===== src/rtl/fifo_pop_arbiter.sv =====
// fifo_pop_arbiter: round-robin read-side controller for four source FIFOs.
// Pops at most one non-empty FIFO per cycle, applies a per-source burst
// limit and honours downstream pause. Each popped word is forwarded two
// edges after its read strobe, together with its source ID.
module fifo_pop_arbiter #(
    parameter int unsigned DATA_SIZE = 10,
    parameter int unsigned BURST_MAX = 4
) (
    input  logic                 clk,
    input  logic                 reset,
    input  logic [3:0]           fifo_empty,
    input  logic [DATA_SIZE-1:0] data_in0,
    input  logic [DATA_SIZE-1:0] data_in1,
    input  logic [DATA_SIZE-1:0] data_in2,
    input  logic [DATA_SIZE-1:0] data_in3,
    input  logic                 downstream_pause,
    output logic [3:0]           read,
    output logic [DATA_SIZE-1:0] data_out,
    output logic                 valid_out,
    output logic [1:0]           src_id,
    output logic [15:0]          word_count
);

    typedef enum logic [1:0] {
        IDLE   = 2'd0,
        ACTIVE = 2'd1,
        PAUSED = 2'd2
    } state_t;

    localparam logic [3:0] BURST_LIM = 4'(BURST_MAX);

    state_t               r_state;
    state_t               w_state_next;
    logic [1:0]           r_cur;
    logic [3:0]           r_burst_cnt;
    logic                 r_pend;
    logic [1:0]           r_pend_id;
    logic [DATA_SIZE-1:0] r_data_out;
    logic                 r_valid_out;
    logic [1:0]           r_src_id;
    logic [15:0]          r_word_count;

    logic                 w_cur_ok;
    logic                 w_found;
    logic [1:0]           w_grant;
    logic [1:0]           w_idx;
    logic                 w_pop;
    logic                 w_any_ready;
    logic [DATA_SIZE-1:0] w_sel_data;

    assign w_any_ready = ~&fifo_empty;

    // Grant selection: stay on the current source while its burst allows,
    // otherwise scan cur+1, cur+2, cur+3 and finally cur again.
    always_comb begin
        w_cur_ok = !fifo_empty[r_cur] && (r_burst_cnt < BURST_LIM);
        w_found  = 1'b0;
        w_grant  = r_cur;
        w_idx    = '0;
        if (w_cur_ok) begin
            w_found = 1'b1;
            w_grant = r_cur;
        end else begin
            for (int unsigned k = 1; k <= 4; k++) begin
                w_idx = r_cur + 2'(k);
                if (!w_found && !fifo_empty[w_idx]) begin
                    w_found = 1'b1;
                    w_grant = w_idx;
                end
            end
        end
    end

    // Read strobe: one-hot on the grant, blocked by pause and by reset.
    always_comb begin
        w_pop = w_found && !downstream_pause && reset;
        read  = w_pop ? (4'b0001 << w_grant) : '0;
    end

    // Next-state logic: pause dominates, then any non-empty source.
    always_comb begin
        w_state_next = r_state;
        case (r_state)
            IDLE, ACTIVE, PAUSED: begin
                if (downstream_pause) begin
                    w_state_next = PAUSED;
                end else if (w_any_ready) begin
                    w_state_next = ACTIVE;
                end else begin
                    w_state_next = IDLE;
                end
            end
            default: w_state_next = IDLE;
        endcase
    end

    // State, burst bookkeeping and pop tracking for the capture stage.
    always_ff @(posedge clk) begin
        if (!reset) begin
            r_state     <= IDLE;
            r_cur       <= '0;
            r_burst_cnt <= '0;
            r_pend      <= 1'b0;
            r_pend_id   <= '0;
        end else begin
            r_state <= w_state_next;
            r_pend  <= w_pop;
            if (w_pop) begin
                r_pend_id <= w_grant;
                // w_cur_ok implies the grant is cur; every other pop, including
                // the wrap-around re-grant of an over-limit cur, restarts the burst.
                if (w_cur_ok) begin
                    r_burst_cnt <= r_burst_cnt + 4'd1;
                end else begin
                    r_cur       <= w_grant;
                    r_burst_cnt <= 4'd1;
                end
            end
        end
    end

    // Select the word presented by the source popped on the previous edge.
    always_comb begin
        w_sel_data = data_in0;
        case (r_pend_id)
            2'd0: w_sel_data = data_in0;
            2'd1: w_sel_data = data_in1;
            2'd2: w_sel_data = data_in2;
            2'd3: w_sel_data = data_in3;
            default: w_sel_data = data_in0;
        endcase
    end

    // Capture stage: forward the pending word, count forwarded words.
    always_ff @(posedge clk) begin
        if (!reset) begin
            r_data_out   <= '0;
            r_valid_out  <= 1'b0;
            r_src_id     <= '0;
            r_word_count <= '0;
        end else if (r_pend) begin
            r_data_out   <= w_sel_data;
            r_src_id     <= r_pend_id;
            r_valid_out  <= 1'b1;
            r_word_count <= r_word_count + 16'd1;
        end else begin
            r_valid_out <= 1'b0;
        end
    end

    assign data_out   = r_data_out;
    assign valid_out  = r_valid_out;
    assign src_id     = r_src_id;
    assign word_count = r_word_count;

endmodule


===== config.mk =====
export PLATFORM = sky130hd
export DESIGN_NAME = fifo_pop_arbiter
export DESIGN_NICKNAME = d
export VERILOG_FILES = /design/src/rtl/fifo_pop_arbiter.sv
export SDC_FILE = /design/constraint.sdc
export NUM_CORES = 1
export LEC_CHECK = 0
export CORE_MARGIN = 2
export CORE_UTILIZATION = 30
export CTS_CLUSTER_SIZE = 10
export DETAILED_ROUTE_END_ITERATION = 6
export GPL_TIMING_DRIVEN = 0
export HOLD_SLACK_MARGIN = 0.06
export SYNTH_ARGS = -nofsm -noshare
export SYNTH_HDL_FRONTEND = slang
export SYNTH_SLANG_ARGS = --single-unit

===== constraint.sdc =====
create_clock -name clk -period 2.28 [get_ports clk]
set_input_delay 0.228 -clock clk [delete_from_list [all_inputs] [get_ports clk]]
set_output_delay 0.228 -clock clk [all_outputs]
set_load 0.01 [all_outputs]

---- After elaboration in Yosys (flattened, before gate mapping) ----
Cells that the tools add are included.
storage, ports and cells
  register bits after elaboration ......... 38
  output and inout bits ................... 33
  logic and storage cells ................. 63
operators by class
  add/sub/neg operators ................... 5
  magnitude comparators ................... 5
  eq/ne operators ......................... 3
  shifts and indexed selects .............. 1
  multiplexer cells ....................... 25
  bitwise gates (word level) .............. 1
  reduce and logical (&&, ||, !) cells .... 15
operator list
  kind                                                                  count
  10-bit case mux with 4 select lines                                   1
  16-bit by 1-bit adder with 16-bit output, second input constant       1
  1-bit 2-to-1 mux                                                      13
  2-bit by 3-bit < comparator with 1-bit output, second input constant  4
  2-bit 2-to-1 mux                                                      5
  1-bit binary-select mux with 2-bit select                             4
  4-bit 2-to-1 mux                                                      2
  1-bit zero test                                                       7
  1-bit logical AND                                                     6
  2-bit adder, second input constant                                    2
  4-bit by 1-bit adder with 4-bit output, second input constant         1
  2-bit == test, second input constant                                  2
  4-bit by 3-bit < comparator with 1-bit output, second input constant  1
  1-bit by 2-bit left shift with 4-bit output, first input constant     1
  2-bit by 1-bit adder with 2-bit output, second input constant         1
  2-bit by 1-bit == test with 1-bit output, second input constant       1
  2-bit zero test                                                       1
  2-bit AND reduction                                                   1
  1-bit NOT                                                             1

---- Longest topological paths before layout ----
  depth in word-level cells ............... 20
  gate-level depth with buffers ........... 8
  gate-level depth less buffers ........... 6

---- Worst setup path before layout ----
OpenSTA, ideal clock, no wires.
  path kind ............................... reg-to-output
  start ................................... reg r_cur[1]
  end ..................................... out read[3]
  arrival time ............................ 1873 ps
  required time ........................... 2052 ps
  setup slack ............................. 179 ps
  stages on the path, launching flop included .. 7
  path buffers ............................ 1
  cell sequence ........................... dfxtp_1 -> buf_6 -> mux2_4 -> and4_4 -> or3_1 -> o311a_4 -> nor3_2
between the ends
  longest elaborated chain between the ends .. 20
ends and longest elaborated chain
  what                                       RTL line  RTL
  start: declaration                         34        logic [1:0] r_cur;
  start signal: assignment                   115       r_cur <= w_grant;
  2-bit by 1-bit adder with 2-bit output     65        w_idx = r_cur + 2'(k);
  1-bit binary-select mux with 2-bit select  66        if (!w_found && !fifo_empty[w_idx]) begin
  1-bit 2-to-1 mux (not written as such)     66
  1-bit 2-to-1 mux                           66
  1-bit 2-to-1 mux                           60        if (w_cur_ok) begin
  1-bit zero test                            66
  1-bit logical AND                          66
  1-bit 2-to-1 mux                           66
  [... 3 more ...]                           n/a
  1-bit 2-to-1 mux                           66
  1-bit 2-to-1 mux                           60
  1-bit zero test                            66
  1-bit logical AND                          66
  1-bit 2-to-1 mux                           66
  1-bit 2-to-1 mux                           60
  1-bit logical AND (2 in series)            76        w_pop = w_found && !downstream_pause && reset;
  4-bit 2-to-1 mux *                         77        read = w_pop ? (4'b0001 << w_grant) : '0;
  end: declaration                           17        output logic [3:0] read,
Every way passes the cells marked *; elsewhere a longest branch is shown, timed or not. The select of a mux whose other input is x is not followed.

---- Final worst setup path ----
  start ................................... reg r_cur[1]
  end ..................................... out read[1]
The elaborated chain is that of the path after synthesis.

==> impl_metrics.ini <==
[status]
outcome = finished with violations
violations = setup timing

[power]
leakage_nw = 1.15
power_density_nw_per_um2 = 562
vdd_drop_max_mv = 0.280

[yosys]
avgSynthCellArea_um2 = 9.57
synthCells = 218
synth_edf_count = 0
synthesis.nets = 267
yosysUniqueCellTypes = 48
synth_area_um2 = 2090
yosysSeqAreaShare_pct = 36.5
async_flop_share_pct = 0
synth_top_flop_cell = dfxtp_1
ys_ff_latch = 38
ys_warn_count = 0

[worst_setup_path]
reg2reg_to = r_cur[1]$_SDFFE_PN0P_
crit_path_end_kind = primary output
cp_max_fo = 4
r2r_setup_slack_ns = 0.19
cp_data_required_time_ns = 2.05
endpoint = read[1]
cp-start-kind = flip-flop
reg2reg_from = r_cur[1]$_SDFFE_PN0P_
cp.arrival_ns = 2.20
reg2regPathDepth = 9
crit_type = reg -> out
crit_path_start = r_cur[1]$_SDFFE_PN0P_

[floorplanning]
rows = 30
io_pins = 80
initial_core_util_pct = 30.9
die_x_um = 87.4
die_y_um = 87.4
core_area_um2 = 6760
die_area_um2 = 7640

[cells_and_area]
fin_cells = 391
diodes = 0
nFillCells = 652
drive_gt1_share_pct = 17.4
fin_area_um2 = 3130
final_nets = 360
syn_to_final_growth_pct = 50.1
multi_input_area_um2 = 1270
regArea_um2 = 768

[global_route]
grt_pass1_vias = 1840
track_usage_pct = 14.4
grt_max_degree = 12
grt_pass1_wl_um = 8710
grt-ovfl-total = 0
antenna_found_initial = 0

[cts]
clock_sinks = 38
cts.root.buffer_cell = clkbuf_8
path_clk_slew_ns = 0.07
clock_path_buffers = 2
clk_latency_ns = 0.28
holdBufCountCts = 0
cts_tree = done
cts_buffers = 5
htreeDepth = 2

[timing]
period_needed_ns = 2.43
finalMaxSlewViolations = 0
finalSetupTns_ns = -0.494
tightestPinTransition_ns = 0.686
fmax_mhz = 412
setup_ws_ns = -0.148
hold_viol = 0
finalSetupViolCount = 4
fin_worst_skew_ns = 0.00391
fin_crit_sh_pct = 106
slew_headroom_pct = 54.3
grt_setup_unrepaired = true

[placed_design]
port_buffers = 77
place.gp.congestion = 0.845
pre_cts_slack_ns = -0.788
dpl-instance-area_um2 = 2960
place_hpwl_um = 3970
placed_cells = 375

[drt]
dr.pass1.iters = 6
ant_nets = 0
drc = 0
wl_um = 5450
routedWlPerCell_um = 13.9
vias = 1969
via_per_inst = 5.04
drtIter0Drc = 53

[flow_run]
maxCapViolCount = 0

[worst_hold_path]
min_path_type = reg -> reg
## layer usage
layer / vias to the layer above / GRT usage [%] / share of wire [%]
met3: 0 / 3.32 / 4.4
met2: 50 / 23.6 / 50
met4: 0 / 2.94 / 0
li1: 972 / - / -
met5: - / 0 / 0
met1: 947 / 19.5 / 45
## layout make-up
class                           count  area share [%]
Timing Repair Buffer               87            26.6
Clock buffer                        5            2.20
Tap cell                           80            3.19
Sequential cell                    38            24.5
Inverter                            7           0.839
Buffer                             12            1.64
Multi-Input combinational cell    160            40.7
Clock inverter                      2           0.319
## state kept, by name (all words and copies together), names as in the netlist
name	cells
data_out	10
r_burst_cnt	4
r_cur	2
r_pend	1
r_pend_id	2
src_id	2
valid_out	1
word_count	16
## through the flow
step           power (W)  hold slack, ns  utilization, %
2_1_floorplan    0.00106           0.461               -
3_5_place_dp     0.00128           0.483            43.8
6_report         0.00176           0.492            46.4
3_3_place_gp     0.00127           0.473            43.8
5_1_grt          0.00187           0.520            46.4
4_1_cts          0.00175           0.497            45.5
## layout by cell type, fill, tap and decap left out, types with 7 or more instances in the layout
| cell | count |
|---|---|
| clkdlybuf4s50_1 | 71 |
| dfxtp_1 | 36 |
| nor2_1 | 35 |
| mux2i_1 | 13 |
| mux4_2 | 11 |
| buf_4 | 9 |
| nand2_1 | 7 |
| and2_1 | 7 |
| nand3_1 | 7 |
| xnor2_1 | 7 |
| xor2_1 | 7 |
| a21oi_1 | 7 |
## logic make-up after synthesis
kind of cell / synth area share, %
compound gates: 9.59
mux: 19.4
fa+ha+maj: 1.20
simple gates: 23.4
xor+xnor: 5.88
buf+inv: 4.14
flops: 36.5
## worst max-delay path, stage by stage (launching register included)
cell,delay [ns]
dfxtp_4,0.38
mux2_4,0.31
and4_4,0.16
o31a_1,0.31
nor4_4,0.29
buf_4,0.17
nor3b_4,0.15
buf_2,0.15
## power by group
group / switching, W / total (W) / internal (W)
logic: 0.000246 / 0.000584 / 0.000338
registers: 0.0000344 / 0.000744 / 0.000709
clock network: 0.000229 / 0.000434 / 0.000205
## how the worst min path moves through the flow
| stage | startpoint | to | slack [ns] | cells after the start |
|---|---|---|---|---|
| finish | src_id[0]$_SDFFE_PN0P_ | src_id[0]$_SDFFE_PN0P_ | 0.49 | 2 |
| detailed placement | src_id[0]$_SDFFE_PN0P_ | src_id[0]$_SDFFE_PN0P_ | 0.48 | 2 |
| global route | r_burst_cnt[3]$_SDFFE_PN0P_ | r_burst_cnt[3]$_SDFFE_PN0P_ | 0.52 | 1 |
| floorplan | r_burst_cnt[1]$_SDFFE_PN0P_ | r_burst_cnt[1]$_SDFFE_PN0P_ | 0.46 | 2 |
| global placement | data_out[5]$_SDFFE_PN0P_ | data_out[5]$_SDFFE_PN0P_ | 0.47 | 2 |
| CTS | r_burst_cnt[3]$_SDFFE_PN0P_ | r_burst_cnt[3]$_SDFFE_PN0P_ | 0.50 | 1 |
## repair_timing
action                     4_1_cts  5_1_grt
gates resized for setup         25        7
setup endpoints to repair        4        4
setup buffers                    7        3
pin swaps                        6        3
## cells in the mapped netlist (3+ instances only)
master / number / area, um2
xor2_1: 7 / 61.3
buf_2: 3 / 15.0
or3_1: 4 / 25.0
inv_1: 6 / 22.5
nand4_1: 6 / 37.5
nand2_1: 7 / 26.3
and2_1: 7 / 43.8
o211ai_1: 3 / 22.5
xnor2_1: 7 / 61.3
clkbuf_1: 7 / 26.3
dfxtp_1: 38 / 761
o21ai_0: 6 / 30.0
mux4_2: 11 / 248
a21oi_1: 7 / 35.0
nor4_1: 3 / 18.8
mux2i_1: 13 / 130
nand3_1: 7 / 35.0
nor2_1: 35 / 131
nor3b_1: 3 / 22.5
Power figures use the tool's default switching activity.
